[src/rtl/cosim_constants_pkg.sv]
// Shared widths, word counts and enums for the co-simulation log item assembler.
package cosim_constants_pkg;

    localparam int C_DPI_W  = 32;
    localparam int C_XREG_W = 64;
    localparam int C_FREG_W = 128;

    typedef enum logic {
        KIND_REG = 1'b0,
        KIND_MEM = 1'b1
    } item_kind_e;

    typedef enum logic {
        S_IDLE    = 1'b0,
        S_COLLECT = 1'b1
    } asm_state_e;

    function automatic int calc_reg_words(input int dpi_w, input int xreg_w, input int freg_w);
        return (xreg_w / dpi_w) + (freg_w / dpi_w);
    endfunction

    // Memory item: address, data and one control word.
    function automatic int calc_mem_words(input int dpi_w, input int xreg_w);
        return ((2 * xreg_w) / dpi_w) + 1;
    endfunction

    function automatic int calc_item_w(input int dpi_w, input int xreg_w, input int freg_w);
        int rw;
        int mw;
        rw = calc_reg_words(dpi_w, xreg_w, freg_w);
        mw = calc_mem_words(dpi_w, xreg_w);
        return ((rw > mw) ? rw : mw) * dpi_w;
    endfunction

    localparam int C_REG_WORDS = calc_reg_words(C_DPI_W, C_XREG_W, C_FREG_W);
    localparam int C_MEM_WORDS = calc_mem_words(C_DPI_W, C_XREG_W);
    localparam int C_ITEM_W    = calc_item_w(C_DPI_W, C_XREG_W, C_FREG_W);

endpackage

[src/rtl/cosim_sync_fifo.sv]
// Single-clock FIFO with registered storage; head is presented from storage at the read pointer.
module cosim_sync_fifo #(
    parameter  int WIDTH = 8,
    parameter  int DEPTH = 4,
    localparam int PTR_W = $clog2(DEPTH),
    localparam int CNT_W = PTR_W + 1
) (
    input  logic             clk_i,
    input  logic             rst_ni,
    input  logic             push_i,
    input  logic [WIDTH-1:0] push_data_i,
    input  logic             pop_i,
    output logic [WIDTH-1:0] head_o,
    output logic             full_o,
    output logic             empty_o,
    output logic [CNT_W-1:0] count_o
);

    logic [WIDTH-1:0] r_mem [DEPTH];
    logic [PTR_W-1:0] r_wr_ptr;
    logic [PTR_W-1:0] r_rd_ptr;
    logic [CNT_W-1:0] r_count;
    logic             w_do_push;
    logic             w_do_pop;

    assign full_o    = (r_count == CNT_W'(DEPTH));
    assign empty_o   = (r_count == CNT_W'(0));
    assign w_do_push = push_i & ~full_o;
    assign w_do_pop  = pop_i & ~empty_o;
    assign head_o    = r_mem[r_rd_ptr];
    assign count_o   = r_count;

    // Storage and write pointer; DEPTH is a power of two so pointers wrap naturally.
    always_ff @(posedge clk_i or negedge rst_ni) begin
        if (!rst_ni) begin
            for (int i = 0; i < DEPTH; i++) begin
                r_mem[i] <= '0;
            end
            r_wr_ptr <= '0;
        end else if (w_do_push) begin
            r_mem[r_wr_ptr] <= push_data_i;
            r_wr_ptr        <= r_wr_ptr + PTR_W'(1);
        end else begin
            r_wr_ptr <= r_wr_ptr;
        end
    end

    // Read pointer advances on every effective pop.
    always_ff @(posedge clk_i or negedge rst_ni) begin
        if (!rst_ni) begin
            r_rd_ptr <= '0;
        end else if (w_do_pop) begin
            r_rd_ptr <= r_rd_ptr + PTR_W'(1);
        end else begin
            r_rd_ptr <= r_rd_ptr;
        end
    end

    // Occupancy: simultaneous push and pop leave it unchanged.
    always_ff @(posedge clk_i or negedge rst_ni) begin
        if (!rst_ni) begin
            r_count <= '0;
        end else begin
            case ({w_do_push, w_do_pop})
                2'b10:   r_count <= r_count + CNT_W'(1);
                2'b01:   r_count <= r_count - CNT_W'(1);
                default: r_count <= r_count;
            endcase
        end
    end

endmodule

[src/rtl/cosim_log_item_assembler.sv]
// Collects DPI words into register-write or memory-access log items and queues them in a FIFO.
// Optional macro COSIM_ASM_KIND_CHECK_EN enables the sticky kind-mismatch error and restart.
module cosim_log_item_assembler
    import cosim_constants_pkg::*;
#(
    parameter  int DPI_W     = C_DPI_W,
    parameter  int XREG_W    = C_XREG_W,
    parameter  int FREG_W    = C_FREG_W,
    parameter  int DEPTH     = 4,
    localparam int REG_WORDS = calc_reg_words(DPI_W, XREG_W, FREG_W),
    localparam int MEM_WORDS = calc_mem_words(DPI_W, XREG_W),
    localparam int ITEM_W    = calc_item_w(DPI_W, XREG_W, FREG_W),
    localparam int MAX_WORDS = ITEM_W / DPI_W,
    localparam int SLOT_W    = $clog2(MAX_WORDS + 1),
    localparam int CNT_W     = $clog2(DEPTH) + 1
) (
    input  logic              clk_i,
    input  logic              rst_ni,
    input  logic              in_valid_i,
    output logic              in_ready_o,
    input  logic              in_kind_i,
    input  logic [DPI_W-1:0]  in_word_i,
    output logic              out_valid_o,
    input  logic              out_ready_i,
    output logic              out_kind_o,
    output logic [ITEM_W-1:0] out_item_o,
    output logic [CNT_W-1:0]  out_count_o,
    output logic              err_o
);

    asm_state_e        r_state;
    item_kind_e        r_kind;
    logic [SLOT_W-1:0] r_cnt;
    logic [ITEM_W-1:0] r_item;

    logic              w_restart;
    item_kind_e        w_kind;
    logic [SLOT_W-1:0] w_slot;
    logic [SLOT_W-1:0] w_last_idx;
    logic              w_is_last;
    logic              w_accept;
    logic              w_push;
    logic [ITEM_W-1:0] w_item_next;
    logic              w_fifo_full;
    logic              w_fifo_empty;
    logic [ITEM_W:0]   w_head;
`ifdef COSIM_ASM_KIND_CHECK_EN
    logic              w_kind_err;
    logic              r_err;
`endif

    // Decide where the offered word lands: slot 0 of a fresh item, or the next slot of the held one.
    always_comb begin
        w_restart = 1'b1;
        w_kind    = item_kind_e'(in_kind_i);
        w_slot    = '0;
`ifdef COSIM_ASM_KIND_CHECK_EN
        w_kind_err = 1'b0;
`endif
        if (r_state == S_COLLECT) begin
`ifdef COSIM_ASM_KIND_CHECK_EN
            if (item_kind_e'(in_kind_i) != r_kind) begin
                w_kind_err = 1'b1;
            end else begin
                w_restart = 1'b0;
                w_kind    = r_kind;
                w_slot    = r_cnt;
            end
`else
            w_restart = 1'b0;
            w_kind    = r_kind;
            w_slot    = r_cnt;
`endif
        end else begin
            w_restart = 1'b1;
        end
    end

    // Completion detection and item image including the offered word.
    always_comb begin
        w_last_idx = (w_kind == KIND_MEM) ? SLOT_W'(MEM_WORDS - 1) : SLOT_W'(REG_WORDS - 1);
        w_is_last  = (w_slot == w_last_idx);
        w_item_next = w_restart ? '0 : r_item;
        w_item_next[int'(w_slot) * DPI_W +: DPI_W] = in_word_i;
    end

    // Only the completing word can be refused, and only because the FIFO is already full.
    assign in_ready_o = ~(w_is_last & w_fifo_full);
    assign w_accept   = in_valid_i & in_ready_o;
    assign w_push     = w_accept & w_is_last;

    // Assembly FSM: a completed item goes straight into the FIFO and the buffer is cleared.
    always_ff @(posedge clk_i or negedge rst_ni) begin
        if (!rst_ni) begin
            r_state <= S_IDLE;
            r_kind  <= KIND_REG;
            r_cnt   <= '0;
            r_item  <= '0;
        end else if (w_accept) begin
            if (w_push) begin
                r_state <= S_IDLE;
                r_kind  <= w_kind;
                r_cnt   <= '0;
                r_item  <= '0;
            end else begin
                r_state <= S_COLLECT;
                r_kind  <= w_kind;
                r_cnt   <= w_slot + SLOT_W'(1);
                r_item  <= w_item_next;
            end
        end else begin
            r_state <= r_state;
            r_kind  <= r_kind;
            r_cnt   <= r_cnt;
            r_item  <= r_item;
        end
    end

`ifdef COSIM_ASM_KIND_CHECK_EN
    // Sticky error on an accepted word whose kind disagrees with the held partial item.
    always_ff @(posedge clk_i or negedge rst_ni) begin
        if (!rst_ni) begin
            r_err <= 1'b0;
        end else if (w_accept && w_kind_err) begin
            r_err <= 1'b1;
        end else begin
            r_err <= r_err;
        end
    end

    assign err_o = r_err;
`else
    assign err_o = 1'b0;
`endif

    cosim_sync_fifo #(
        .WIDTH (ITEM_W + 1),
        .DEPTH (DEPTH)
    ) u_fifo (
        .clk_i       (clk_i),
        .rst_ni      (rst_ni),
        .push_i      (w_push),
        .push_data_i ({w_kind, w_item_next}),
        .pop_i       (out_ready_i & out_valid_o),
        .head_o      (w_head),
        .full_o      (w_fifo_full),
        .empty_o     (w_fifo_empty),
        .count_o     (out_count_o)
    );

    assign out_valid_o = ~w_fifo_empty;
    assign out_kind_o  = w_head[ITEM_W];
    assign out_item_o  = w_head[ITEM_W-1:0];

endmodule

[config.mk]
export PLATFORM = sky130hd
export DESIGN_NAME = cosim_log_item_assembler
export DESIGN_NICKNAME = d
export VERILOG_FILES = /design/src/rtl/cosim_constants_pkg.sv /design/src/rtl/cosim_sync_fifo.sv /design/src/rtl/cosim_log_item_assembler.sv
export SDC_FILE = /design/constraint.sdc
export NUM_CORES = 1
export LEC_CHECK = 0
export ABC_AREA = 1
export ABC_CLOCK_PERIOD_IN_PS = 5440
export CORE_UTILIZATION = 32
export CTS_CLUSTER_DIAMETER = 50
export DETAILED_ROUTE_END_ITERATION = 7
export GPL_TIMING_DRIVEN = 0
export SLEW_MARGIN = 10
export SYNTH_ARGS = -nofsm -noshare
export SYNTH_HDL_FRONTEND = slang
export SYNTH_SLANG_ARGS = --single-unit
[constraint.sdc]
create_clock -name clk_i -period 5.44 [get_ports clk_i]
set_input_delay 1.632 -clock clk_i [delete_from_list [all_inputs] [get_ports clk_i]]
set_output_delay 1.632 -clock clk_i [all_outputs]
set_load 0.005 [all_outputs]
==> flow_results.xml, run 1 <==
<?xml version="1.0" encoding="UTF-8"?>
<metrics>
  <group name="grt">
    <metric name="grt_overflow_total" unit="">0</metric>
    <metric name="all_layer_gr_usage" unit="%">23.0</metric>
    <metric name="grt_antenna_before_repair" unit="">5</metric>
    <metric name="grt_pass1_wl" unit="um">257000</metric>
    <metric name="grt_pass1_vias" unit="">41200</metric>
    <metric name="grt_start_max_net_pins" unit="">161</metric>
  </group>
  <group name="drt">
    <metric name="routed-via-count" unit="">43700</metric>
    <metric name="number_of_nets_with_antenna_violations_after_routing" unit="">0</metric>
    <metric name="routed_wire_length_per_instance" unit="um">19.9</metric>
    <metric name="drt-total-wl" unit="um">172000</metric>
    <metric name="vias_per_cell" unit="">5.05</metric>
    <metric name="drt_first_pass_iters" unit="">8</metric>
    <metric name="drt_drc_violations_left" unit="">18</metric>
    <metric name="drt-initial-drc-count" unit="">5552</metric>
  </group>
  <group name="die">
    <metric name="start_util" unit="%">32.3</metric>
    <metric name="dieHeight" unit="um">383</metric>
    <metric name="fp.dieArea" unit="um2">147000</metric>
    <metric name="die_width" unit="um">383</metric>
    <metric name="boundaryPins" unit="">236</metric>
    <metric name="placementRows" unit="">139</metric>
    <metric name="placeableCoreArea" unit="um2">144000</metric>
  </group>
  <group name="job">
    <metric name="drv_cap" unit="">0</metric>
  </group>
  <group name="synthesis">
    <metric name="synth.top_cells.by_area" unit="">sky130_fd_sc_hd__dfrtp_1, sky130_fd_sc_hd__nand2_1, sky130_fd_sc_hd__o21ai_0</metric>
    <metric name="synth.distinct_cells" unit="">29</metric>
    <metric name="syn_area_per_cell" unit="um2">7.37</metric>
    <metric name="ys_warn_count" unit="">0</metric>
    <metric name="synthesized_netlist_net_count" unit="">6355</metric>
    <metric name="netlist_area" unit="um2">46500</metric>
    <metric name="synthArstFlopShare" unit="%">100</metric>
    <metric name="syn_inst" unit="">6306</metric>
    <metric name="sequential_fraction_of_the_synthesis_area" unit="%">52.6</metric>
    <metric name="synthDominantAreaCellType" unit="">sky130_fd_sc_hd__dfrtp_1</metric>
    <metric name="dominant_cell_by_count_in_the_synthesized_netlist" unit="">sky130_fd_sc_hd__nand2_1</metric>
    <metric name="netlist_top_cells_count" unit="">sky130_fd_sc_hd__nand2_1, sky130_fd_sc_hd__dfrtp_1, sky130_fd_sc_hd__nor2_1</metric>
    <metric name="synth.ff_latch_count" unit="">976</metric>
    <metric name="synth_flop_cell" unit="">sky130_fd_sc_hd__dfrtp_1</metric>
    <metric name="yosys.area.top_type_share" unit="%">52.6</metric>
    <metric name="synth_edf_count" unit="">0</metric>
  </group>
  <group name="finish">
    <metric name="final_standard_cell_count_with_taps_included_and_fillers_excluded" unit="">8652</metric>
    <metric name="final.fill_count" unit="">14800</metric>
    <metric name="number_of_nets_in_the_final_layout" unit="">6707</metric>
    <metric name="utilization" unit="%">38.6</metric>
    <metric name="antennaDiodeCount" unit="">0</metric>
    <metric name="areaGrowthSynthToFinish" unit="%">19.4</metric>
    <metric name="post_route_cells_drive_above_1_share" unit="%">7.93</metric>
    <metric name="design_area" unit="um2">55500</metric>
  </group>
  <group name="clocking">
    <metric name="cts-root-buf" unit="">sky130_fd_sc_hd__clkbuf_16</metric>
    <metric name="cts-buffers-inserted" unit="">111</metric>
    <metric name="tritoncts_clock_tree" unit="">done</metric>
    <metric name="clock_path_buffers" unit="">3</metric>
    <metric name="post_cts_buffers" unit="">0</metric>
    <metric name="clkLatencyLatePin" unit="ns">0.73</metric>
    <metric name="tritoncts_num_sinks" unit="">976</metric>
    <metric name="cts_hold_repair.buffers" unit="">0</metric>
    <metric name="cts_htree_levels" unit="">3</metric>
    <metric name="clkSlewWorstSetupHoldPaths" unit="ns">0.06</metric>
  </group>
  <group name="timing">
    <metric name="report.final.setup_viol" unit="">0</metric>
    <metric name="max_clock_freq" unit="GHz">0.184</metric>
    <metric name="slew_violations" unit="">0</metric>
    <metric name="tightest_slew_margin_relative_to_the_limit" unit="%">30.8</metric>
    <metric name="final_tns_setup" unit="ns">0</metric>
    <metric name="timing.final.hold_violations" unit="">0</metric>
    <metric name="fin_crit_sh" unit="%">99.7</metric>
    <metric name="fin_ws" unit="ns">0.0178</metric>
    <metric name="finalWorstPathRequiredPeriod" unit="ns">5.42</metric>
    <metric name="tightest_pin_transition" unit="ns">1.04</metric>
    <metric name="grt_setup_unrepaired" unit="">no</metric>
    <metric name="clock_skew" unit="ns">0.0264</metric>
  </group>
  <group name="power">
    <metric name="pwr_density_cell" unit="nW/um2">509</metric>
    <metric name="power.static_leakage" unit="nW">30.3</metric>
    <metric name="ir_drop" unit="V">0.000269</metric>
  </group>
  <group name="min_path">
    <metric name="timing.hold.worst.start" unit="">u_fifo.r_mem[433]</metric>
    <metric name="min_path_type" unit="">reg2reg</metric>
    <metric name="worstHoldEndpoint" unit="">u_fifo.r_mem[433]</metric>
    <metric name="worst_hold_path.num_cells" unit="">2</metric>
  </group>
  <group name="critical_path">
    <metric name="r2r_cells" unit="">12</metric>
    <metric name="launching_point_of_the_worst_reg2reg_path" unit="">r_state</metric>
    <metric name="crit-reg2reg-capture" unit="">r_item[138]</metric>
    <metric name="critPathCaptureType" unit="">primary output</metric>
    <metric name="timing.critical_path.buf_inv" unit="">6</metric>
    <metric name="kind_of_start_point_of_the_critical_path" unit="">flop</metric>
    <metric name="data_arrival_at_the_endpoint_of_the_critical_path" unit="ns">3.79</metric>
    <metric name="setup_slack_of_the_most_critical_reg_to_reg_path" unit="ns">2.40</metric>
    <metric name="cp_cell_sequence" unit="">buf_4 &gt; buf_8 &gt; inv_2 &gt; buf_6 &gt; clkbuf_2 &gt; o21ai_0 &gt; o22ai_1 &gt; clkdlybuf4s50_1</metric>
    <metric name="critical_path.max_stage_delay" unit="ns">0.60</metric>
    <metric name="critPathMaxFanout" unit="">19</metric>
    <metric name="critPathSlowestCell" unit="">sky130_fd_sc_hd__clkdlybuf4s50_1</metric>
    <metric name="startpoint_to_endpoint_class_of_the_critical_path" unit="">reg2out</metric>
    <metric name="required" unit="ns">3.81</metric>
    <metric name="cpLargestDelayFamily" unit="">buffers and inverters</metric>
  </group>
  <group name="placed_design">
    <metric name="detailed_placer_s_ending_hpwl" unit="um">121000</metric>
    <metric name="dp.cells" unit="">8450</metric>
    <metric name="placed_area" unit="um2">51400</metric>
    <metric name="pre_cts_ws" unit="ns">-0.233</metric>
    <metric name="io_buffers" unit="">234</metric>
    <metric name="gp_routability_congestion" unit="">0.983</metric>
  </group>
  <group name="status">
    <metric name="violations" unit="">design-rule violations</metric>
    <metric name="outcome" unit="">finished with violations</metric>
  </group>
</metrics>
## power breakdown
| group | internal [W] | switching, W | leakage [nW] |
|---|---|---|---|
| Clock | 0.00471 | 0.00321 | 1.86 |
| Combinational | 0.00408 | 0.00750 | 14.9 |
| Sequential | 0.00821 | 0.000527 | 13.6 |
## worst reg2reg max path: stages (launching register included)
cell,delay [ns]
sky130_fd_sc_hd__dfrtp_1,0.33
sky130_fd_sc_hd__buf_4,0.17
sky130_fd_sc_hd__nand2_1,0.14
sky130_fd_sc_hd__ha_1,0.24
sky130_fd_sc_hd__ha_1,0.42
sky130_fd_sc_hd__nand2_1,0.27
sky130_fd_sc_hd__nor2_2,0.41
sky130_fd_sc_hd__nand2_1,0.26
sky130_fd_sc_hd__buf_2,0.26
sky130_fd_sc_hd__nand2_1,0.08
sky130_fd_sc_hd__nand2_1,0.17
sky130_fd_sc_hd__nand2_1,0.12
sky130_fd_sc_hd__nand2_1,0.06
## routing by layer
layer  wire length, um  vias up  GRT usage (%)  part of all wire (%)
met4              6370        4           8.10                   3.7
met5                23        -              0                 0.013
met3             15900      304           4.62                   9.2
met1             74900    21100           32.7                    44
li1                  -    20400              -                     -
met2             74500     1876           34.7                    43
## per-stage QoR
| stage | total power [W] | hold WS [ns] |
|---|---|---|
| final | 0.0282 | 0.472 |
| after floorplan | 0.0145 | 0.444 |
| after global routing | 0.0297 | 0.489 |
| after CTS | 0.0283 | 0.475 |
| after detailed placement | 0.0202 | 0.460 |
| after global placement | 0.0201 | 0.456 |
## cells in the final DEF, fill, tap and decap left out, types with 2 or more instances in the layout
| master | instances |
|---|---|
| sky130_fd_sc_hd__a21oi_1 | 2 |
| sky130_fd_sc_hd__buf_1 | 13 |
| sky130_fd_sc_hd__buf_16 | 7 |
| sky130_fd_sc_hd__buf_2 | 203 |
| sky130_fd_sc_hd__buf_4 | 54 |
| sky130_fd_sc_hd__buf_6 | 3 |
| sky130_fd_sc_hd__bufinv_16 | 14 |
| sky130_fd_sc_hd__clkbuf_1 | 152 |
| sky130_fd_sc_hd__clkbuf_16 | 115 |
| sky130_fd_sc_hd__clkbuf_2 | 28 |
| sky130_fd_sc_hd__clkbuf_8 | 13 |
| sky130_fd_sc_hd__clkdlybuf4s50_1 | 233 |
| sky130_fd_sc_hd__clkinv_2 | 18 |
| sky130_fd_sc_hd__clkinv_4 | 4 |
| sky130_fd_sc_hd__clkinvlp_4 | 12 |
| sky130_fd_sc_hd__dfrtp_1 | 976 |
| sky130_fd_sc_hd__ha_1 | 11 |
| sky130_fd_sc_hd__inv_1 | 117 |
| sky130_fd_sc_hd__inv_2 | 3 |
| sky130_fd_sc_hd__inv_6 | 7 |
| sky130_fd_sc_hd__nand2_1 | 3399 |
| sky130_fd_sc_hd__nand2_2 | 6 |
| sky130_fd_sc_hd__nand3_1 | 229 |
| sky130_fd_sc_hd__nand3_2 | 2 |
| sky130_fd_sc_hd__nand4_1 | 32 |
| sky130_fd_sc_hd__nor2_1 | 488 |
| sky130_fd_sc_hd__nor2_2 | 2 |
| sky130_fd_sc_hd__nor2_4 | 5 |
| sky130_fd_sc_hd__o21ai_0 | 394 |
| sky130_fd_sc_hd__o22ai_1 | 158 |
| sky130_fd_sc_hd__o22ai_2 | 35 |
| sky130_fd_sc_hd__xor2_1 | 4 |
## sequential cells by signal, indices dropped and copies added, names as in the netlist
signal,flops
u_fifo.r_rd_ptr,2
u_fifo.r_mem,772
r_item,192
r_kind,1
r_cnt,3
u_fifo.r_wr_ptr,2
u_fifo.count_o,3
r_state,1
## cells by family (layout without fill, tap and decap cells)
| group | Yosys count | count (layout) | share of synthesized area [%] |
|---|---|---|---|
| xor+xnor | 5 | 5 | 0.0942 |
| flops | 976 | 976 | 52.6 |
| compound gates | 589 | 589 | 6.86 |
| other cells | 1 | 1 | 0.00807 |
| simple gates | 4166 | 4166 | 34.6 |
| fa+ha+maj | 12 | 12 | 0.339 |
| buf+inv | 557 | 1000 | 5.50 |
## layout make-up
class | instances | area (um2) | area share (%)
timing repair buffer | 241 | 2540 | 4.59
clock buffer | 149 | 3140 | 5.65
multi-input combinational | 4773 | 19700 | 35.5
clock inverter | 55 | 703 | 1.27
tap | 1903 | 2380 | 4.29
buffer | 433 | 2150 | 3.88
inverter | 122 | 459 | 0.827
sequential | 976 | 24400 | 44.0
## worst max path at each step
stage	cells after the start	end	start
global placement	1	u_fifo.r_mem[144]	rst_ni
global route	6	out_item_o[105]	u_fifo.r_rd_ptr[1]
floorplan	3	in_ready_o	in_kind_i
finish	8	out_item_o[128]	u_fifo.r_rd_ptr[0]
detailed placement	9	out_item_o[30]	u_fifo.r_rd_ptr[0]
CTS	7	out_item_o[182]	u_fifo.r_rd_ptr[0]
## timing repair
item	CTS	global route
hold endpoints to repair	0	0
endpoints found under the setup margin	193	34
cloned	0	0
resized for setup	62	18
No activity file was read; power rests on OpenSTA's default activity.
==> run 2, diff against run 1 <==
TNS_END_PERCENT = 100   (was default)
==> results of run 2 <==
Final layout, timing and power as in run 1 (identical DEF).
